--- src/rtl/key_schedule_ctrl_if.sv ---
// key_schedule_ctrl_if: groups the key loader handshake, the round-key read port and the
// key_schedule datapath link into one bundle.
// The master modport is the environment side; the slave modport is the controller side.
interface key_schedule_ctrl_if #(
    parameter int unsigned BLOCK_SIZE = 64,
    parameter int unsigned KEY_SIZE   = 128
);
    logic [KEY_SIZE-1:0]   key_in;
    logic                  key_valid;
    logic                  key_ready;
    logic                  keys_valid;
    logic                  busy;
    logic [4:0]            rd_addr;
    logic [BLOCK_SIZE-1:0] rd_data;
    logic [KEY_SIZE-1:0]   ks_key;
    logic [BLOCK_SIZE-1:0] ks_round_ctr;
    logic                  ks_start;
    logic                  ks_finished;
    logic [KEY_SIZE-1:0]   ks_out_key;
    logic                  error;

    modport master (
        output key_in, key_valid, rd_addr, ks_finished, ks_out_key,
        input  key_ready, keys_valid, busy, rd_data, ks_key, ks_round_ctr, ks_start, error
    );

    modport slave (
        input  key_in, key_valid, rd_addr, ks_finished, ks_out_key,
        output key_ready, keys_valid, busy, rd_data, ks_key, ks_round_ctr, ks_start, error
    );
endinterface

--- src/rtl/key_schedule_ctrl.sv ---
// key_schedule_ctrl: drives the external key_schedule datapath for NR_ROUNDS-1 calls,
// feeding each output key back as the next input, and stores every k0 subkey in a
// round-key buffer served through a registered read port.
// Optional watchdog on each schedule call: define KEY_CTRL_TIMEOUT_EN.
module key_schedule_ctrl #(
    parameter int unsigned BLOCK_SIZE     = 64,
    parameter int unsigned KEY_SIZE       = 128,
    parameter int unsigned NR_ROUNDS      = 32,
    parameter int unsigned TIMEOUT_CYCLES = 64
) (
    input  logic               clk,
    input  logic               reset_n,
    key_schedule_ctrl_if.slave bus
);
    localparam int unsigned IdxW = $clog2(NR_ROUNDS);

    if (KEY_SIZE != 2 * BLOCK_SIZE || NR_ROUNDS < 2 || NR_ROUNDS > 32 ||
        TIMEOUT_CYCLES < 1) begin : g_bad_params
        $error("key_schedule_ctrl: unsupported parameter set");
    end

    typedef enum logic [2:0] {
        StIdle,
        StStart,
        StWait,
        StStore,
        StDone,
        StError
    } state_e;

    state_e                r_state;
    state_e                w_state_nxt;
    logic [KEY_SIZE-1:0]   r_ks_key;
    logic [KEY_SIZE-1:0]   w_key_nxt;
    logic [IdxW-1:0]       r_ctr;
    logic [IdxW-1:0]       w_ctr_nxt;
    logic                  r_fin_prev;
    logic [BLOCK_SIZE-1:0] r_rd_data;
    logic [BLOCK_SIZE-1:0] r_rk [NR_ROUNDS];

    logic                  w_key_ready;
    logic                  w_accept;
    logic                  w_fin_rise;
    logic                  w_timeout;
    logic                  w_addr_ok;
    logic                  w_rk_we;
    logic [IdxW-1:0]       w_rk_waddr;
    logic [BLOCK_SIZE-1:0] w_rk_wdata;

    assign w_key_ready = (r_state == StIdle) || (r_state == StDone) || (r_state == StError);
    assign w_accept    = bus.key_valid && w_key_ready;
    // Only a fresh 0->1 transition of finished completes a call; a stuck-high level does not.
    assign w_fin_rise  = bus.ks_finished && !r_fin_prev;

    // A 5-bit address cannot exceed a full 32-entry buffer.
    if (NR_ROUNDS >= 32) begin : g_addr_full
        assign w_addr_ok = 1'b1;
    end else begin : g_addr_part
        assign w_addr_ok = (bus.rd_addr < 5'(NR_ROUNDS));
    end

`ifdef KEY_CTRL_TIMEOUT_EN
    localparam int unsigned WdW = $clog2(TIMEOUT_CYCLES) + 1;
    logic [WdW-1:0] r_wd_cnt;

    // Watchdog counts WAIT cycles; cleared while in START so it restarts on each WAIT entry.
    always_ff @(posedge clk or negedge reset_n) begin
        if (!reset_n) begin
            r_wd_cnt <= '0;
        end else if (r_state == StStart) begin
            r_wd_cnt <= '0;
        end else if (r_state == StWait) begin
            r_wd_cnt <= r_wd_cnt + 1'b1;
        end
    end

    assign w_timeout = (r_wd_cnt == WdW'(TIMEOUT_CYCLES - 1));
    assign bus.error = (r_state == StError);
`else
    assign w_timeout = 1'b0;
    assign bus.error = 1'b0;
`endif

    // Next-state, next key/round counter and round-key buffer write decode.
    always_comb begin
        w_state_nxt = r_state;
        w_key_nxt   = r_ks_key;
        w_ctr_nxt   = r_ctr;
        w_rk_we     = 1'b0;
        w_rk_waddr  = '0;
        w_rk_wdata  = '0;
        unique case (r_state)
            StIdle, StDone, StError: begin
                if (w_accept) begin
                    w_rk_we     = 1'b1;
                    w_rk_waddr  = '0;
                    w_rk_wdata  = bus.key_in[BLOCK_SIZE-1:0];
                    w_key_nxt   = bus.key_in;
                    w_ctr_nxt   = '0;
                    w_state_nxt = StStart;
                end
            end
            StStart: begin
                w_state_nxt = StWait;
            end
            StWait: begin
                if (w_fin_rise) begin
                    w_state_nxt = StStore;
                end else if (w_timeout) begin
                    w_state_nxt = StError;
                end
            end
            StStore: begin
                w_rk_we    = 1'b1;
                w_rk_waddr = r_ctr + 1'b1;
                w_rk_wdata = bus.ks_out_key[BLOCK_SIZE-1:0];
                w_key_nxt  = bus.ks_out_key;
                if (r_ctr == IdxW'(NR_ROUNDS - 2)) begin
                    w_state_nxt = StDone;
                end else begin
                    w_ctr_nxt   = r_ctr + 1'b1;
                    w_state_nxt = StStart;
                end
            end
            default: begin
                w_state_nxt = StIdle;
            end
        endcase
    end

    // Controller state, schedule-call registers and finished-edge history.
    always_ff @(posedge clk or negedge reset_n) begin
        if (!reset_n) begin
            r_state    <= StIdle;
            r_ks_key   <= '0;
            r_ctr      <= '0;
            r_fin_prev <= 1'b0;
        end else begin
            r_state    <= w_state_nxt;
            r_ks_key   <= w_key_nxt;
            r_ctr      <= w_ctr_nxt;
            r_fin_prev <= bus.ks_finished;
        end
    end

    // Round-key buffer; contents need no reset because keys_valid gates every read.
    always_ff @(posedge clk) begin
        if (w_rk_we) begin
            r_rk[w_rk_waddr] <= w_rk_wdata;
        end
    end

    // Registered read port; returns zero until the full key set is present.
    always_ff @(posedge clk or negedge reset_n) begin
        if (!reset_n) begin
            r_rd_data <= '0;
        end else if ((r_state == StDone) && w_addr_ok) begin
            r_rd_data <= r_rk[bus.rd_addr[IdxW-1:0]];
        end else begin
            r_rd_data <= '0;
        end
    end

    assign bus.key_ready    = w_key_ready;
    assign bus.keys_valid   = (r_state == StDone);
    assign bus.busy         = (r_state == StStart) || (r_state == StWait) ||
                              (r_state == StStore);
    assign bus.ks_start     = (r_state == StStart);
    assign bus.ks_key       = r_ks_key;
    assign bus.ks_round_ctr = BLOCK_SIZE'(r_ctr);
    assign bus.rd_data      = r_rd_data;
endmodule

--- src/flat_wrapper.sv ---
// flat-port wrapper written by rule: the top's interface ports become plain ports
module key_schedule_ctrl_flat 
#(
    parameter int unsigned BLOCK_SIZE     = 64,
    parameter int unsigned KEY_SIZE       = 128,
    parameter int unsigned NR_ROUNDS      = 32,
    parameter int unsigned TIMEOUT_CYCLES = 64
)
  (clk, reset_n, bus_key_in, bus_key_valid, bus_rd_addr, bus_ks_finished, bus_ks_out_key, bus_key_ready, bus_keys_valid, bus_busy, bus_rd_data, bus_ks_key, bus_ks_round_ctr, bus_ks_start, bus_error);
  key_schedule_ctrl_if #(.BLOCK_SIZE(BLOCK_SIZE), .KEY_SIZE(KEY_SIZE)) bus_i ();
  input  logic clk;
  input  logic reset_n;
  input wire logic [$bits(bus_i.key_in)-1:0] bus_key_in;
  input wire logic [$bits(bus_i.key_valid)-1:0] bus_key_valid;
  input wire logic [$bits(bus_i.rd_addr)-1:0] bus_rd_addr;
  input wire logic [$bits(bus_i.ks_finished)-1:0] bus_ks_finished;
  input wire logic [$bits(bus_i.ks_out_key)-1:0] bus_ks_out_key;
  output wire logic [$bits(bus_i.key_ready)-1:0] bus_key_ready;
  output wire logic [$bits(bus_i.keys_valid)-1:0] bus_keys_valid;
  output wire logic [$bits(bus_i.busy)-1:0] bus_busy;
  output wire logic [$bits(bus_i.rd_data)-1:0] bus_rd_data;
  output wire logic [$bits(bus_i.ks_key)-1:0] bus_ks_key;
  output wire logic [$bits(bus_i.ks_round_ctr)-1:0] bus_ks_round_ctr;
  output wire logic [$bits(bus_i.ks_start)-1:0] bus_ks_start;
  output wire logic [$bits(bus_i.error)-1:0] bus_error;
  assign bus_i.key_in = bus_key_in;
  assign bus_i.key_valid = bus_key_valid;
  assign bus_i.rd_addr = bus_rd_addr;
  assign bus_i.ks_finished = bus_ks_finished;
  assign bus_i.ks_out_key = bus_ks_out_key;
  assign bus_key_ready = bus_i.key_ready;
  assign bus_keys_valid = bus_i.keys_valid;
  assign bus_busy = bus_i.busy;
  assign bus_rd_data = bus_i.rd_data;
  assign bus_ks_key = bus_i.ks_key;
  assign bus_ks_round_ctr = bus_i.ks_round_ctr;
  assign bus_ks_start = bus_i.ks_start;
  assign bus_error = bus_i.error;
  key_schedule_ctrl #(.BLOCK_SIZE(BLOCK_SIZE), .KEY_SIZE(KEY_SIZE), .NR_ROUNDS(NR_ROUNDS), .TIMEOUT_CYCLES(TIMEOUT_CYCLES)) u_core (.clk(clk), .reset_n(reset_n), .bus(bus_i));
endmodule
--- config.mk ---
export PLATFORM = sky130hd
export DESIGN_NAME = key_schedule_ctrl_flat
export DESIGN_NICKNAME = d
export VERILOG_FILES = /design/src/rtl/key_schedule_ctrl_if.sv /design/src/rtl/key_schedule_ctrl.sv /design/src/flat_wrapper.sv
export SDC_FILE = /design/constraint.sdc
export NUM_CORES = 2
export LEC_CHECK = 0
export ABC_CLOCK_PERIOD_IN_PS = 7400
export BUFFER_PORTS_ARGS = -buffer_cell sky130_fd_sc_hd__buf_2
export CAP_MARGIN = 20
export CORE_MARGIN = 2
export CORE_UTILIZATION = 60
export DETAILED_ROUTE_END_ITERATION = 16
export GPL_TIMING_DRIVEN = 0
export PLACE_DENSITY = 0.79
export SLEW_MARGIN = 20
export SYNTH_ARGS = -nofsm -noshare
export SYNTH_HDL_FRONTEND = slang
export SYNTH_SLANG_ARGS = --single-unit
--- constraint.sdc ---
create_clock -name clk -period 7.4 [get_ports clk]
set_input_delay 0.74 -clock clk [delete_from_list [all_inputs] [get_ports clk]]
set_output_delay 0.74 -clock clk [all_outputs]
set_load 0.02 [all_outputs]
==> out/summary.log <==
qor: job.max-cap-violations 0
qor: yosys.ys.flop_type edfxtp_1
qor: global_route.global_route_wire_length_before_repair 347 mm
qor: layout.layout.cells.most_common_list edfxtp_1, buf_2, mux4_2, mux2i_1, clkbuf_16
qor: die.floorplan.rows 139
qor: routing.routed_via_count 47.2k
qor: clock_tree.postCtsHoldBufs 2
qor: die.num_io_pins 526
qor: min_path.worstHoldStart bus_key_in[73]
qor: sta.max_freq 206 MHz
qor: outcome.result_of_the_run finished, final reports clean
qor: setup_path.critical_path_cell_with_the_highest_stage_delay nor3_2
qor: layout.layout.cells.most_common edfxtp_1
qor: yosys.postSynth.asyncResetShare 0.0894
qor: placed_design.detailed_place_hpwl 156 mm
qor: power.p_leak 35.9 nW
qor: setup_path.reg2reg_to u_core.r_rk[17][36]
qor: sta.finalMaxSlewViolations 0
qor: layout.count_of_filler_cells_inserted_in_the_layout 8076
qor: clock_tree.post-cts-setup-buffer-count 0
qor: yosys.yosys_warnings 0
qor: yosys.mappedNetlistArea 86300 um^2
qor: setup_path.reg2reg_setup_slack 2560 ps
qor: setup_path.setup.worst_path.end_class flip-flop
qor: setup_path.r2r_start u_core.r_state[2]
qor: clock_tree.tritoncts_num_sinks 2249
qor: placed_design.detailedPlace.worstSlack 2680 ps
qor: global_route.grt_max_degree 82
qor: sta.finClkSkew 28.4 ps
qor: sta.worst-slew-pin-transition 1130 ps
qor: layout.multiInputGateArea 18600 um^2
qor: routing.detail_route.wirelength 246 mm
qor: sta.final_min_period_over_clock_period 0.655
qor: sta.report.final.hold_viol_count 0
qor: clock_tree.cts_tree yes
qor: layout.drive_gt1_frac 0.348
qor: die.floorplan.initialDensity 0.603
qor: die.floorplan.die.width 383 um
qor: routing.ant_nets 0
qor: routing.drt-wirelength-per-cell 35.2 um
qor: yosys.synth_cell_types 49
qor: routing.drcViolationCount 0
qor: yosys.synthesis.instances 3950
qor: min_path.hold-path-endpoint u_core.bus.ks_key[73]
qor: power.powerDensity 317 nW/um^2
qor: die.die_h 383 um
qor: yosys.synth_sequential_area_ratio 0.771
qor: clock_tree.number_of_clock_buffers_inserted_by_tritoncts 209
qor: die.fp.dieArea 147000 um^2
qor: power.maximum_vdd_drop 0.329 mV
qor: layout.synthToLayoutAreaGrowth 17.2%
qor: sta.layout_setup_ws 2560 ps
qor: global_route.vias_in_the_first_global_route 47.7k
qor: setup_path.critical_path.most_common_cell buf_4
qor: sta.post_layout_min_period 4840 ps
qor: routing.drt_iter0_markers 7502
qor: sta.maxSlewHeadroom 0.246
qor: clock_tree.post_cts_resize_count 0
qor: setup_path.ff2ff_path_depth 10
qor: min_path.hold_depth 3
qor: yosys.syn-mean-instance-area 21.8 um^2
qor: setup_path.critical_path_class flip-flop to flip-flop
qor: sta.rsz_0062_raised_after_global_routing false
qor: clock_tree.cts-root-buf clkbuf_16
qor: setup_path.crit_chain and3b_1 > clkbuf_1 > buf_1 > nand3_1 > nor3_2 > buf_6 > buf_4 > buf_4 > buf_4 > buf_4
qor: sta.setup-violations-final 0
qor: clock_tree.clkTransAtPathRegs 70 ps
qor: clock_tree.cts-root-to-sink-buffers 3
qor: setup_path.critical-path-max-stage-delay 780 ps
qor: placed_design.gp_routability_congestion 0.902
qor: routing.detailed_router_iteration_count_before_antenna_repair 8
qor: setup_path.arrival 5380 ps
qor: sta.setup_tns 0 ps
qor: yosys.synth-edff-count 2048
qor: clock_tree.clock_tree.htree_level_count 4
qor: global_route.groute.usage.overall 0.338
qor: global_route.grt.overflow.total 0
qor: global_route.grt_antenna_before_repair 28
qor: clock_tree.clk-insertion-delay-late 850 ps
qor: routing.vias_per_cell 6.76
qor: placed_design.io_buffers 461
qor: yosys.post_synthesis_sequential_element_count 2249
qor: layout.register_area 66500 um^2
qor: setup_path.critical_path_peak_fanout 10
qor: layout.layout.nets 5148
qor: setup_path.crit_required 7930 ps
qor: setup_path.critPathLaunchType flip-flop
qor: min_path.worstHoldPathType input pin to flip-flop
qor: die.core-area 143000 um^2
[registers in the layout, summed over array words and instances (netlist names)]
signal and flops:
u_core.r_rk 2048, u_core.r_ctr 5, u_core.r_fin_prev 1, u_core.r_state 3, u_core.bus.ks_key 128, u_core.bus.rd_data 64
[area by class of cell]
type	instances	area share
Antenna cell	17	0.000421
Multi-Input combinational cell	1465	0.184
Sequential cell	2249	0.658
Clock buffer	292	0.0571
Inverter	6	0.000223
Tap cell	1903	0.0235
Timing Repair Buffer	661	0.0504
Buffer	289	0.0166
Clock inverter	100	0.0100
[Yosys cell counts (6+ instances only)]
library cell,n,share of area
a21o_1,64,0.0056
a21oi_1,8,0.00046
a22o_1,66,0.0067
a31oi_1,66,0.0048
and3_1,8,0.00058
buf_1,18,0.00078
buf_2,93,0.0054
buf_4,81,0.0070
buf_6,15,0.0020
clkbuf_1,79,0.0034
dfrtp_1,201,0.058
edfxtp_1,2048,0.71
mux2_2,10,0.0013
mux2i_1,238,0.028
mux4_1,10,0.0030
mux4_2,504,0.13
nand2_1,144,0.0063
nand2b_1,6,0.00044
nand3_1,13,0.00075
nor2_1,97,0.0042
nor3_1,13,0.00075
o221ai_1,53,0.0054
o22a_1,53,0.0054
o22ai_1,9,0.00065
[per-layer routing]
metal  GRT usage  routed length (um)  part of all wire  vias to the layer above
met3      0.0911               31900              0.13                      687
li1            -                   -                 -                    18261
met4       0.157               12500             0.051                       18
met2       0.539              120000              0.49                     4046
met1       0.441               81400              0.33                    24160
met5           0                 125           0.00051                        -
[kinds of logic (layout without fill, tap and decap cells)]
group / count (synthesis) / count (layout) / share of synthesized area
muxes: 762 / 762 / 0.164
AOI/OAI and AO/OA: 338 / 338 / 0.0306
xor gates and xnor gates: 4 / 4 / 0.000406
adders and majority gates: 2 / 2 / 0.000290
and+or+nand+nor: 299 / 299 / 0.0145
buffers and inverters: 295 / 1348 / 0.0195
other: 1 / 77 / 0.0000435
DFF: 2249 / 2249 / 0.771
[per-stage QoR]
stage               area, um^2   util  hold slack (ps)  cells  total power, mW
finish                  101000  0.706              137   6982             32.1
global route            101000  0.706              125   6978             32.9
CTS                     101000  0.705             94.8   6961             32.0
detailed placement       94200  0.658              461   6567             21.4
global placement         91200  0.637              453   6373             20.9
floorplan                86500      -              444   4009             19.0
[power by group]
part / leakage (nW) / switching, mW / internal (mW)
clock: 3.30 / 4.70 / 6.08
combinational: 11.2 / 3.75 / 1.50
sequential: 21.4 / 0.341 / 15.7
total: 35.9 / 8.79 / 23.3
[critical path: cells and delay by family (launching register included)]
kind,cells,cell delay [ps]
simple gates,3,1770
flops,1,470
buf+inv,7,2260
[worst max-delay path by stage]
stage               slack (ps)              start  cells after the start             endpoint
floorplan                  950    u_core.r_ctr[0]                      6   u_core.r_rk[25][0]
global placement         -5350  u_core.r_state[2]                      5   u_core.r_rk[9][43]
detailed placement        2680  u_core.r_state[2]                     10  u_core.r_rk[17][42]
CTS                       2580  u_core.r_state[2]                     10  u_core.r_rk[17][36]
global route              2360  u_core.r_state[1]                     11  u_core.r_rk[17][36]
finish                    2560  u_core.r_state[2]                     10  u_core.r_rk[17][36]
(Power assumes the default switching activity.)
